## src/rtl/exec_unit.sv

```systemverilog
// Single-issue execute stage: latches one decoded micro-op, runs it through a
// two-operand ALU into MAR/MDR/register file, then optionally does one load/store.
module exec_unit #(
    parameter int DATA_W = 16,
    parameter int ADDR_W = 20,
    parameter int NREG   = 16
) (
    input  logic                     clk,
    input  logic                     rst,
    input  logic                     dec_valid,
    output logic                     dec_ready,
    input  logic [$clog2(NREG)-1:0]  dec_src,
    input  logic [$clog2(NREG)-1:0]  dec_dst,
    input  logic [3:0]               dec_aluop,
    input  logic [DATA_W-1:0]        dec_imm,
    input  logic [1:0]               dec_rsel,
    input  logic [1:0]               dec_wsel,
    input  logic                     dec_wen,
    input  logic [1:0]               dec_memop,
    output logic                     mem_req,
    output logic                     mem_we,
    input  logic                     mem_ack,
    input  logic [DATA_W-1:0]        mem_rdata,
    output logic [DATA_W-1:0]        mem_wdata,
    output logic [ADDR_W-1:0]        mem_addr,
    output logic                     flag_z,
    output logic                     flag_c,
    output logic                     flag_n,
    output logic                     busy
);

    localparam int REG_AW = $clog2(NREG);
    localparam int SH_W   = $clog2(DATA_W);

    typedef enum logic [1:0] {
        IDLE,
        EXEC,
        MEM
    } state_t;

    typedef enum logic [3:0] {
        ALU_PASS = 4'd0,
        ALU_ADD  = 4'd1,
        ALU_SUB  = 4'd2,
        ALU_AND  = 4'd3,
        ALU_OR   = 4'd4,
        ALU_XOR  = 4'd5,
        ALU_SHL  = 4'd6,
        ALU_SHR  = 4'd7,
        ALU_NOT  = 4'd8
    } alu_op_t;

    localparam logic [1:0] SEL_IMM_MAR = 2'b00;
    localparam logic [1:0] SEL_MDR     = 2'b01;
    localparam logic [1:0] SEL_SRC     = 2'b10;
    localparam logic [1:0] SEL_DST     = 2'b11;

    localparam logic [1:0] MEMOP_LOAD  = 2'b01;
    localparam logic [1:0] MEMOP_STORE = 2'b10;

    state_t state;
    state_t state_next;

    logic [REG_AW-1:0] op_src;
    logic [REG_AW-1:0] op_dst;
    logic [3:0]        op_aluop;
    logic [DATA_W-1:0] op_imm;
    logic [1:0]        op_rsel;
    logic [1:0]        op_wsel;
    logic              op_wen;
    logic [1:0]        op_memop;

    logic [DATA_W-1:0] regs [NREG];
    logic [ADDR_W-1:0] mar;
    logic [DATA_W-1:0] mdr;
    logic              z_q;
    logic              c_q;
    logic              n_q;

    logic [DATA_W-1:0] opa;
    logic [DATA_W-1:0] opb;
    logic [SH_W-1:0]   shamt;
    logic [DATA_W:0]   shl_ext;
    logic [DATA_W:0]   shr_ext;
    logic [DATA_W-1:0] alu_res;
    logic              alu_c;
    logic              is_mem;

    assign is_mem = (op_memop == MEMOP_LOAD) || (op_memop == MEMOP_STORE);

    // Operand A mux; operand B is always the destination register.
    always_comb begin
        opa = op_imm;
        case (op_rsel)
            SEL_IMM_MAR: opa = op_imm;
            SEL_MDR:     opa = mdr;
            SEL_SRC:     opa = regs[op_src];
            SEL_DST:     opa = regs[op_dst];
            default:     opa = op_imm;
        endcase
    end

    assign opb   = regs[op_dst];
    assign shamt = opa[SH_W-1:0];

    // Shifts run one bit wider so the last bit shifted out lands in the spare
    // bit; a zero shift leaves that bit clear, giving C=0 for free.
    always_comb begin
        alu_res = opa;
        alu_c   = 1'b0;
        shl_ext = {1'b0, opb} << shamt;
        shr_ext = {opb, 1'b0} >> shamt;
        case (op_aluop)
            ALU_PASS: alu_res = opa;
            ALU_ADD:  {alu_c, alu_res} = {1'b0, opa} + {1'b0, opb};
            ALU_SUB: begin
                alu_res = opb - opa;
                alu_c   = (opa > opb);
            end
            ALU_AND:  alu_res = opa & opb;
            ALU_OR:   alu_res = opa | opb;
            ALU_XOR:  alu_res = opa ^ opb;
            ALU_SHL: begin
                alu_res = shl_ext[DATA_W-1:0];
                alu_c   = shl_ext[DATA_W];
            end
            ALU_SHR: begin
                alu_res = shr_ext[DATA_W:1];
                alu_c   = shr_ext[0];
            end
            ALU_NOT:  alu_res = ~opa;
            default:  alu_res = opa;
        endcase
    end

    always_comb begin
        state_next = state;
        case (state)
            IDLE:    if (dec_valid) state_next = EXEC;
            EXEC:    state_next = is_mem ? MEM : IDLE;
            MEM:     if (mem_ack) state_next = IDLE;
            default: state_next = IDLE;
        endcase
    end

    // Reset clears the whole architectural state, abandoning any pending access.
    always_ff @(posedge clk) begin
        if (rst) begin
            state    <= IDLE;
            op_src   <= '0;
            op_dst   <= '0;
            op_aluop <= '0;
            op_imm   <= '0;
            op_rsel  <= '0;
            op_wsel  <= '0;
            op_wen   <= 1'b0;
            op_memop <= '0;
            mar      <= '0;
            mdr      <= '0;
            z_q      <= 1'b0;
            c_q      <= 1'b0;
            n_q      <= 1'b0;
            for (int i = 0; i < NREG; i++) begin
                regs[i] <= '0;
            end
        end else begin
            state <= state_next;
            case (state)
                IDLE: begin
                    if (dec_valid) begin
                        op_src   <= dec_src;
                        op_dst   <= dec_dst;
                        op_aluop <= dec_aluop;
                        op_imm   <= dec_imm;
                        op_rsel  <= dec_rsel;
                        op_wsel  <= dec_wsel;
                        op_wen   <= dec_wen;
                        op_memop <= dec_memop;
                    end
                end
                EXEC: begin
                    z_q <= (alu_res == '0);
                    c_q <= alu_c;
                    n_q <= alu_res[DATA_W-1];
                    if (op_wen) begin
                        case (op_wsel)
                            SEL_IMM_MAR: mar <= ADDR_W'(alu_res);
                            SEL_MDR:     mdr <= alu_res;
                            SEL_SRC:     regs[op_src] <= alu_res;
                            SEL_DST:     regs[op_dst] <= alu_res;
                            default:     mdr <= alu_res;
                        endcase
                    end
                end
                MEM: begin
                    if (mem_ack && (op_memop == MEMOP_LOAD)) begin
                        mdr <= mem_rdata;
                    end
                end
                default: ;
            endcase
        end
    end

    assign dec_ready = (state == IDLE);
    assign busy      = ~dec_ready;
    assign mem_req   = (state == MEM);
    assign mem_we    = (state == MEM) && (op_memop == MEMOP_STORE);
    assign mem_addr  = mar;
    assign mem_wdata = mdr;
    assign flag_z    = z_q;
    assign flag_c    = c_q;
    assign flag_n    = n_q;

endmodule

```

## config.mk

```make
export PLATFORM = sky130hd
export DESIGN_NAME = exec_unit
export DESIGN_NICKNAME = d
export VERILOG_FILES = /design/src/rtl/exec_unit.sv
export SDC_FILE = /design/constraint.sdc
export NUM_CORES = 1
export LEC_CHECK = 0
export CAP_MARGIN = 20
export CELL_PAD_IN_SITES_DETAIL_PLACEMENT = 0
export CELL_PAD_IN_SITES_GLOBAL_PLACEMENT = 2
export CORE_UTILIZATION = 40
export DETAILED_ROUTE_END_ITERATION = 6
export MAX_ROUTING_LAYER = met4
export PLACE_DENSITY_LB_ADDON = 0.1
export SYNTH_ARGS = -nofsm -noshare
export SYNTH_HDL_FRONTEND = slang
export SYNTH_SLANG_ARGS = --single-unit
```

## constraint.sdc

```tcl
create_clock -name clk -period 17.9 [get_ports clk]
set_input_delay 3.58 -clock clk [delete_from_list [all_inputs] [get_ports clk]]
set_output_delay 3.58 -clock clk [all_outputs]
set_load 0.03 [all_outputs]
```

Yosys cells after proc, flatten, opt, wreduce, memory -nomap -nowiden
Memory sizes are Yosys's and may differ from the RTL's. A register that Yosys moved wholly into a read port is not among the register bits.
Index checks and enable logic that the tools add are counted.
{"block": "word_totals", "input_bits": 55, "out_inout_bits": 43, "memories": 1, "ff_bits": 72, "mem_bits_rw": 256, "elab_cells": 95}
{"memory": "regs", "depth": 16, "width": 16, "read_ports": 2, "rd_clocked_by_memory_dff": 2, "wr": 16, "line_no": "73", "text": "logic [DATA_W-1:0] regs [NREG];"}
{"block": "classes", "add_sub_neg": 2, "eq_ne": 23, "reduce_logical": 14, "bitwise": 5, "order_cmp": 1, "n_mux": 33, "n_shift": 2}
{"cell": "$pmux W16 S8", "n": 1}
{"cell": "$mux W16", "n": 5}
{"cell": "$pmux W16 S4", "n": 1}
{"cell": "$pmux W16 S2", "n": 1}
{"cell": "$reduce_or A16 Y1", "n": 2}
{"cell": "$mux W4", "n": 6}
{"cell": "$add A16 B16 Y17", "n": 1}
{"cell": "$shl A16 B4 Y17", "n": 1}
{"cell": "$shr A17 B4 Y17", "n": 1}
{"cell": "$and A16 B16 Y16", "n": 1}
{"cell": "$eq A4 B3 Y1 const B", "n": 4}
{"cell": "$gt A16 B16 Y1", "n": 1}
{"cell": "$logic_not A16 Y1", "n": 1}
{"cell": "$not A16 Y16", "n": 1}
{"cell": "$or A16 B16 Y16", "n": 1}
{"cell": "$sub A16 B16 Y16", "n": 1}
{"cell": "$xor A16 B16 Y16", "n": 1}
{"cell": "$mux W1", "n": 14}
{"cell": "$eq A2 B2 Y1 const B", "n": 6}
{"cell": "$eq A2 B1 Y1 const B", "n": 4}
{"cell": "$eq A4 B2 Y1 const B", "n": 2}
{"cell": "$logic_not A2 Y1", "n": 3}
{"cell": "$mux W2", "n": 3}
{"cell": "$ne A2 B2 Y1 const B", "n": 3}
{"cell": "other kinds (12)", "n": 15}

Longest topological paths before layout
{"block": "depth", "depth_word": 9, "ltp_mapped": 27, "mapped_depth_nobuf": 21}

Least setup slack after synthesis
Ideal clock, no wire load.
{"block": "synth_path", "kind": "register to register", "startpoint": "reg with a tool-made name", "endpoint": "mem regs[10][14], data pin", "stages_incl_launch_ff": 23, "required_time_ns": 17.634, "path_buffers": 6, "slack_ns": 12.128, "arrival_time_ns": 5.506, "period_less_slack_ns": 5.772, "cell_sequence": "dfxtp_1 > buf_4 > mux4_2 > a22oi_1 > a31o_2 > a41oi_2 > buf_4 > buf_4 > buf_4 > buf_4 > ha_1 > fa_1 > a21o_1 > a21oi_1 > o21ai_0 > a2111o_1 > a31o_2 > a21oi_1 > mux2i_1 > a221o_1 > o31ai_4 > clkbuf_1 > nor2_1"}
{"element": "to (decl)", "line_no": "73"}

==> out/results.md <==
- status: finished clean
- RSZ-0062 raised after global routing: no
- number of enable-type register cells in the synthesized netlist: 256
- maximum clock path buffer count: 3
- proportion of total power due to net switching: 0.335
- DRT Pass-1 Iters: 5
- Resized cells post-CTS: 0
- worst endpoint required time: 18.40 ns
- routability-driven placement congestion ratio: 0.938
- predominant post-synthesis flop cell: edfxtp_1
- Hold Path Depth: 2
- clock slew at reported path FFs: 0.06 ns
- post-synthesis sequential element count: 336
- worst hold-check path type: register to register
- fraction of layout instances using a drive strength above 1: 0.160
- TritonCTS sink count: 336
- cell with the most instances on the worst path: a21oi_1
- biggest cell delay along the critical path: 0.90 ns
- Reg power frac: 0.386
- final critical-path required period: 7.66 ns
- vias per inst: 6.30
- largest voltage drop on the vdd net: 75.7 uV
- Max-Slew Margin vs Limit: 0.183
- Chip Height: 230 um
- iteration-0 DRC count of the detailed router: 2,042
- Area growth syn-to-layout: 14.4%
- gate count of the mapped netlist: 1,931
- critical path class: register to register
- Crit. End Element: register
- period utilization: 0.428
- global route overflow: 0
- cell chain of the critical path: mux4_2, mux2_2, o21ai_0, inv_1, a211oi_1, a21oi_1, ha_1, nor4_1, a21oi_1, a221o_1, a21oi_1, a22oi_1, a2111oi_0, o311a_1, buf_4, and3_1, nand4_1, nor4b_1, a31o_1
- leakage dissipation: 8.23 nW
- combinational group share of total power: 0.261
- HPWL after DPL: 56,200 um
- number of antenna violations at the first check in global routing: 3
- latest clock arrival within the worst-skew pair: 0.59 ns
- root buf cell: clkbuf_16
- vias in the first global route: 16,600
- cell area power density: 97.0 nW/um^2
- clock network fraction of total power: 0.353
- setup fix buffers added after clock tree synthesis: 0
- global-route wire length before repair: 121,000 um
- arrival time worst endpoint: 8.16 ns
- clock tree from TritonCTS: done
- Max Freq: 131 MHz
- total wire length: 84,600 um
- number of distinct library cell variants in the gate-level netlist after synthesis: 86
- number of placed I/O pins: 98
- top library cells by usage in the layout, fill and taps aside: nor2_1 (366), edfxtp_1 (256), nand2_1 (167)
- worst reg2reg path depth: 19
- setup TNS: 0 ns
- final worst hold slack: 0.453 ns
- vias after detailed routing: 17,000
- share of synthesized flip-flops with an asynchronous set or reset: 0
- Synth Warn #: 0
- Die ar.: 52,800 um^2
- slew at the pin closest to its max-slew limit: 1.22 ns
- crit path max-delay cell type: a2111oi_0
- width of the die: 230 um
- Starting Density: 0.405
- per-cell routed wire length: 31.4 um
- htree depth: 2
- critical-path maximum fanout: 30
- port bufs: 93
- internal power consumption: 1.53 mW
- number of buffers inserted by hold repair at cts: 0
- MaxCap Viol Count: 0
- Total GRT Usage: 0.330
- Antenna Violating Nets Remaining: 0
- maximum number of pins on one net before global-route repair: 68
- cts bufs inserted: 40
- number of DRC violations after detailed routing: 0
- final worst clock skew: 0.0476 ns
- Cell Area, Synth: 20,800 um^2
- Critical Path Start Type: register
- final slew viol count: 0
- row cnt: 83
- # nets final: 2,091
- Seq/Total Area, Yosys: 0.447
- most common library cell in the layout ignoring fill and taps: nor2_1
- number of hold violations in the final report: 0
- core area: 51,300 um^2
- total power consumption of the routed design: 2.31 mW
- power dissipated by switching net loads: 773 uW
- syn_area_per_cell: 10.8 um^2
- number of failing setup endpoints in the final timing report: 0
[worst max-delay path, delay by kind of cell (launching register included)]
family,cells,cell delay (ns)
AND/OR/NAND/NOR,4,1.24
adder cells (fa/ha/maj),1,0.50
multiplexers,2,0.87
AO/OA/AOI/OAI,10,3.56
flip-flops,1,0.67
buffers and inverters,2,0.70
[state kept, by name (all words and copies together) (netlist names), named ones only]
signal,flops
op_dst,4
op_src,4
flag_z,1
op_rsel,2
flag_n,1
op_aluop,4
op_memop,2
op_wen,1
mem_wdata,16
mem_addr,16
op_imm,16
state,2
flag_c,1
op_wsel,2
regs,256
[synthesized netlist by cell type (all sizes together), types with 7 or more instances]
master  number  share of area
mux2i       79          0.038
a211oi      45          0.017
o21bai       9         0.0033
o22ai       10         0.0036
inv         50         0.0090
mux4       132           0.14
nand3b       8         0.0029
o21ai       50          0.012
nand2      168          0.031
o211ai      29          0.010
clkbuf      91          0.016
nand4        7         0.0021
nor3        27         0.0073
nand3       33         0.0080
a21oi       99          0.024
a22oi       38          0.014
edfxtp     256           0.37
nor3b        7         0.0025
nor2       367          0.066
buf         69          0.020
nand2b      29         0.0087
nor2b       23         0.0069
ha          51          0.031
a31oi       20         0.0060
and2         9         0.0027
xnor2        9         0.0038
dfxtp       80          0.077
a21o         7         0.0025
mux2        10         0.0054
a221oi      11         0.0046
[area by class of cell]
class                           instances  area, um^2
Clock inverter                         17         206
Tap cell                              680         851
Antenna cell                            1        2.50
Inverter                               51         196
Fill cell                            4771       27500
Sequential cell                       336        9300
Timing Repair Buffer                  167        1510
Clock buffer                           55        1080
Multi-Input combinational cell       1387       10600
[worst paths after layout]
check / start / end / slack [ns]
worst max-delay path: register / flag_z$_SDFFE_PP0P_ / 10.24
worst min-delay path: op_imm[2]$_SDFFE_PP0P_ / op_imm[2]$_SDFFE_PP0P_ / 0.45
worst max register to register: register / flag_z$_SDFFE_PP0P_ / 10.24
worst min register to register: op_imm[2]$_SDFFE_PP0P_ / op_imm[2]$_SDFFE_PP0P_ / 0.45
[through the flow]
stage	instances	area, um^2	utilization	setup slack (ns)
after global placement	2616	22400	0.437	10.47
final	2694	23800	0.463	10.24
after floorplan	1934	20800	-	12.13
after detailed placement	2617	22400	0.437	10.52
after global routing	2694	23800	0.463	9.92
after CTS	2689	23700	0.462	10.47
[cell families after synthesis]
group                      after synthesis  share of synthesized area
and+or+nand+nor                        703                      0.146
AOI/OAI and AO/OA                      394                      0.135
DFF                                    336                      0.447
muxes                                  221                      0.187
buffers and inverters                  211                     0.0464
adders and majority gates               53                     0.0327
xor gates and xnor gates                12                    0.00506
other                                    1                   0.000181
[layer usage]
| metal | global-route usage | part of all wire | wire, um | up-vias |
|---|---|---|---|---|
| li1 | - | - | - | 7325 |
| met1 | 0.429 | 0.41 | 34900 | 8601 |
| met3 | 0.0446 | 0.072 | 6110 | 175 |
| met4 | 0.127 | 0.042 | 3520 | 0 |
| met2 | 0.524 | 0.47 | 40000 | 875 |
| met5 | - | 0 | 0 | - |
[power by group through the flow]
stage / registers, mW / logic, mW / clock network, mW
6_report: 0.889 / 0.602 / 0.814
5_1_grt: 0.892 / 0.633 / 0.855
4_1_cts: 0.888 / 0.586 / 0.826
3_5_place_dp: 0.905 / 0.583 / 0
3_3_place_gp: 0.903 / 0.584 / 0
2_1_floorplan: 0.891 / 0.379 / 0
Power figures use the tool's default switching activity.
